**src/rtl/fsm_stim_sequencer.sv**
```systemverilog
// Runs one stimulus pass over a small serial-input Moore FSM. It shifts a latched pattern into x,
// LSB first, and records F after each bit along with the count of F=1 samples.
module fsm_stim_sequencer #(
  parameter int unsigned WIDTH = 8,
  localparam int unsigned CW = $clog2(WIDTH + 1)
) (
  input  logic             clk,
  input  logic             rst,
  input  logic             start,
  input  logic             abort,
  input  logic [WIDTH-1:0] pattern,
  input  logic [CW-1:0]    len,
  input  logic             dut_f,
  output logic             dut_x,
  output logic             dut_rst,
  output logic             busy,
  output logic             done,
  output logic             aborted,
  output logic [WIDTH-1:0] f_trace,
  output logic [CW-1:0]    f_count
);

  localparam int unsigned IW = $clog2(WIDTH);
  localparam logic [CW-1:0] LenMax = CW'(WIDTH);

  typedef enum logic [2:0] {StIdle, StDrst, StShift, StSettle, StDone} state_e;

  state_e           state_q, state_d;
  logic [WIDTH-1:0] pat_q, pat_d;
  logic [WIDTH-1:0] f_trace_q, f_trace_d;
  logic [CW-1:0]    len_q, len_d;
  logic [CW-1:0]    idx_q, idx_d;
  logic [CW-1:0]    f_count_q, f_count_d;
  logic             aborted_q, aborted_d;
  logic [CW-1:0]    len_eff;
  logic [CW-1:0]    last_idx;
  logic             in_run;

  assign len_eff  = (len == '0 || len > LenMax) ? LenMax : len;
  assign last_idx = len_q - CW'(1);
  assign in_run   = (state_q == StDrst) || (state_q == StShift) || (state_q == StSettle);

  always_comb begin
    state_d   = state_q;
    pat_d     = pat_q;
    len_d     = len_q;
    idx_d     = idx_q;
    f_trace_d = f_trace_q;
    f_count_d = f_count_q;
    aborted_d = 1'b0;

    unique case (state_q)
      StIdle: begin
        if (start) begin
          pat_d     = pattern;
          len_d     = len_eff;
          idx_d     = '0;
          f_trace_d = '0;
          f_count_d = '0;
          state_d   = StDrst;
        end
      end
      StDrst: begin
        idx_d   = '0;
        state_d = StShift;
      end
      StShift: begin
        // F reflects the bit shifted in on the previous cycle.
        if (idx_q != '0) begin
          f_trace_d[IW'(idx_q - CW'(1))] = dut_f;
          f_count_d = f_count_q + CW'(dut_f);
        end
        if (idx_q == last_idx) begin
          state_d = StSettle;
        end else begin
          idx_d = idx_q + CW'(1);
        end
      end
      StSettle: begin
        f_trace_d[last_idx[IW-1:0]] = dut_f;
        f_count_d = f_count_q + CW'(dut_f);
        state_d   = StDone;
      end
      StDone: begin
        state_d = StIdle;
      end
      default: begin
        state_d = StIdle;
      end
    endcase

    // Abort overrides any progress, but captures made this cycle are kept.
    if (abort && in_run) begin
      state_d   = StIdle;
      aborted_d = 1'b1;
    end
  end

  always_ff @(posedge clk) begin
    if (rst) begin
      state_q   <= StIdle;
      pat_q     <= '0;
      len_q     <= '0;
      idx_q     <= '0;
      f_trace_q <= '0;
      f_count_q <= '0;
      aborted_q <= 1'b0;
    end else begin
      state_q   <= state_d;
      pat_q     <= pat_d;
      len_q     <= len_d;
      idx_q     <= idx_d;
      f_trace_q <= f_trace_d;
      f_count_q <= f_count_d;
      aborted_q <= aborted_d;
    end
  end

  assign dut_x   = (state_q == StShift) & pat_q[idx_q[IW-1:0]];
  assign dut_rst = rst | (state_q == StDrst);
  assign busy    = in_run;
  assign done    = (state_q == StDone);
  assign aborted = aborted_q;
  assign f_trace = f_trace_q;
  assign f_count = f_count_q;

endmodule

```
**config.mk**
```make
export PLATFORM = sky130hd
export DESIGN_NAME = fsm_stim_sequencer
export DESIGN_NICKNAME = d
export VERILOG_FILES = /design/src/rtl/fsm_stim_sequencer.sv
export SDC_FILE = /design/constraint.sdc
export NUM_CORES = 1
export LEC_CHECK = 0
export BUFFER_PORTS_ARGS = -buffer_cell sky130_fd_sc_hd__buf_2
export CAP_MARGIN = 0
export CORE_MARGIN = 4
export CORE_UTILIZATION = 55
export DETAILED_ROUTE_END_ITERATION = 10
export PLACE_DENSITY = 0.87
export SLEW_MARGIN = 25
export SYNTH_ARGS = -nofsm -noshare
export SYNTH_HDL_FRONTEND = slang
export SYNTH_SLANG_ARGS = --single-unit
```
**constraint.sdc**
```tcl
create_clock -name clk -period 2.1 [get_ports clk]
set_input_delay 0.315 -clock clk [delete_from_list [all_inputs] [get_ports clk]]
set_output_delay 0.315 -clock clk [all_outputs]
set_load 0.02 [all_outputs]
```
==> flow_summary.json <==
{
  "cts_buffers": 5,
  "switching_share_pct": 28.12,
  "combPwrFrac_pct": 17.7,
  "fin_crit_sh_pct": 94.38,
  "drive_gt1_share_pct": 30.42,
  "netlist_area_um2": 1989,
  "grt_pass1_wl_mm": 7.376,
  "grt_max_degree": 34,
  "ant_nets": 0,
  "synth_cells": 228,
  "skew_ns": 0.01033,
  "routed-via-count": 1768,
  "wl_per_cell_um": 14.26,
  "max_slew_margin_pct": 72.05,
  "p_total_mw": 1.364,
  "rows": 21,
  "finalSetupViolCount": 0,
  "core_area_um2": 3416,
  "route.detailed.drc": 0,
  "initial_core_util_pct": 58.24,
  "dp_hpwl_mm": 3.320,
  "hp-class": "input port to flop",
  "path_cells": "or3b_1, nor2_1, buf_2",
  "cts_tree": "done",
  "ys_types": 51,
  "yosysSeqAreaShare_pct": 32.20,
  "p_int_uw": 980.7,
  "clkTransAtPathRegs_ns": 0.10,
  "clk_latency_ns": 0.34,
  "first_global_vias": 1637,
  "yosys_warnings": 0,
  "antenna_cells": 0,
  "die-area_um2": 4643,
  "synth.most_common_cell": "dfxtp_1",
  "fillerInstances": 283,
  "area_delta_synth_final_pct": 14.34,
  "htree_levels": 2,
  "wl_mm": 4.405,
  "fmax_mhz": 504.5,
  "syn_avg_cell_area_um2": 8.725,
  "slowest_delay_ns": 0.55,
  "hold_violations": 0,
  "drt_iter0_drc": 92,
  "final_core_util_pct": 66.59,
  "groute.usage.overall_pct": 20.92,
  "synth_edf_count": 0,
  "yosys.area.top_type": "dfxtp_1",
  "clk_path_buf_depth": 2,
  "fp.dieH_um": 68.14,
  "required_ns": 1.78,
  "clock-sinks": 32,
  "synthFlopType": "dfxtp_1",
  "cp_top_family": "simple AND/OR/NAND/NOR gates",
  "vias_per_cell": 5.722,
  "gp_congestion": 0.9563,
  "endpoint_kind": "output pin",
  "synth-seq-cells": 32,
  "pwr-share-seq_pct": 47.5,
  "drv_slew": 0,
  "worst_slew_pin_slew_ns": 0.4175,
  "pin_count": 34,
  "synthArstFlopShare_pct": 0,
  "dr.pass1.iters": 4,
  "cp_max_fo": 11,
  "switchingPower_uw": 383.6,
  "fin_nets": 284,
  "post-cts-setup-buffers": 0,
  "fp.dieW_um": 68.14,
  "slowest_stage": "or3b_1",
  "synth_top_area_share_pct": 32.20,
  "maxCapViolCount": 0,
  "ys_top_cells_by_count": "dfxtp_1, nand2_1, nor2_1, a21oi_1, mux2i_1",
  "antenna_found_initial": 0,
  "fin_setup_tns_ns": 0,
  "post-route-min-period_ns": 1.982,
  "rsz0062_at_grt": "false",
  "root_buffer": "clkbuf_4",
  "outcome": "completed",
  "powerDensity_nw_per_um2": 599.8,
  "synthTopCellsByArea": "dfxtp_1, nand2_1, mux2i_1",
  "io_buffer_count": 33,
  "worstSetupPathType": "flop to output pin",
  "critPathArrivalTime_ns": 1.67,
  "syn_nets": 250,
  "crit_buf_inv": 1,
  "grt_overflow": 0,
  "clockPowerShare_pct": 34.8,
  "ir_worst_vdd_mv": 0.4452,
  "leakage_nw": 0.9402,
  "critPathLaunchType": "flop"
}
==> per-layer routing <==
metal	routed length (um)	track usage (%)	vias up
met5	0	0	-
met1	2021	27.79	816
li1	-	-	889
met3	280	3.941	10
met2	2031	33.81	53
met4	72	7.196	0
==> sequential cells by signal, indices dropped and copies added, names as in the netlist <==
name     count
state_q      3
f_count      4
f_trace      8
len_q        4
aborted      1
idx_q        4
pat_q        8
==> timing repair <==
item                       4_1_cts  5_1_grt
setup endpoints to repair        1        1
hold buffers                     0        0
gates resized for setup          1        1
==> layout by cell type (no fill, tap or decap), types with 2 or more instances in the layout <==
cell,n
xor2_1,5
dfxtp_2,2
xnor2_1,2
clkbuf_4,5
inv_2,2
inv_1,5
dfxtp_1,30
mux2i_1,9
nor3_2,5
o221a_2,3
a31oi_1,7
nor3_1,7
a22oi_1,2
a21oi_1,13
ha_1,5
nand3b_1,5
nor2_1,22
buf_2,33
o22ai_1,4
a22o_1,6
nand2_1,26
o21ai_0,5
o21ai_1,6
buf_4,11
o31ai_1,2
mux4_2,2
xnor2_2,3
nand2b_1,7
nand3_1,5
==> per-stage QoR <==
stage / setup WS [ns] / instances / hold slack (ns) / area, um^2
finish: 0.1180 / 309 / 0.1824 / 2275
global route: 0.02674 / 309 / 0.1879 / 2275
CTS: 0.04691 / 309 / 0.1715 / 2273
detailed placement: 0.1762 / 301 / 0.4468 / 2192
global placement: 0.1847 / 301 / 0.4408 / 2192
floorplan: 0.1951 / 228 / 0.3918 / 1989
==> worst reg2reg max path, delay by kind of cell (launching register included) <==
kind / cells / cell delay [ns]
adder cells (fa/ha/maj): 1 / 0.45
flip-flops: 1 / 0.38
AO/OA/AOI/OAI: 1 / 0.28
multiplexers: 1 / 0.25
XOR/XNOR: 1 / 0.21
AND/OR/NAND/NOR: 2 / 0.19
buffers and inverters: 1 / 0.06
==> power by group through the flow <==
| stage | registers, mW | logic (mW) | clock network (mW) |
|---|---|---|---|
| floorplan | 0.660 | 0.181 | 0 |
| global placement | 0.661 | 0.235 | 0 |
| detailed placement | 0.662 | 0.241 | 0 |
| CTS | 0.648 | 0.243 | 0.482 |
| global route | 0.651 | 0.268 | 0.505 |
| finish | 0.649 | 0.241 | 0.474 |
==> path summary, 6_finish.rpt <==
path | start | cells past startpoint | endpoint | slack (ns)
setup / recovery | state_q[1] | 3 | dut_x | 0.12
hold reg to reg | pat_q[6] | 2 | pat_q[6] | 0.46
setup reg to reg | len_q[1] | 7 | idx_q[1] | 0.16
hold / removal | abort | 2 | state_q[1] | 0.18
==> layout make-up <==
cell class | count | area [um^2] | area share (%)
inverters | 7 | 26.28 | 1.155
clock buffers | 5 | 37.54 | 1.650
multi-input cells | 172 | 1220 | 53.63
flip-flops and latches | 32 | 643.1 | 28.27
well taps | 46 | 57.56 | 2.530
repair buffers | 44 | 247.7 | 10.89
clock inverters | 3 | 42.54 | 1.870
==> cells by family after synthesis <==
kind of cell    synth area share (%)
mux                            6.792
fa+ha+maj                      3.145
simple gates                   24.65
compound gates                 20.06
xor+xnor                       6.667
buf+inv                        6.478
flops                          32.20
Power figures use the tool's default switching activity.
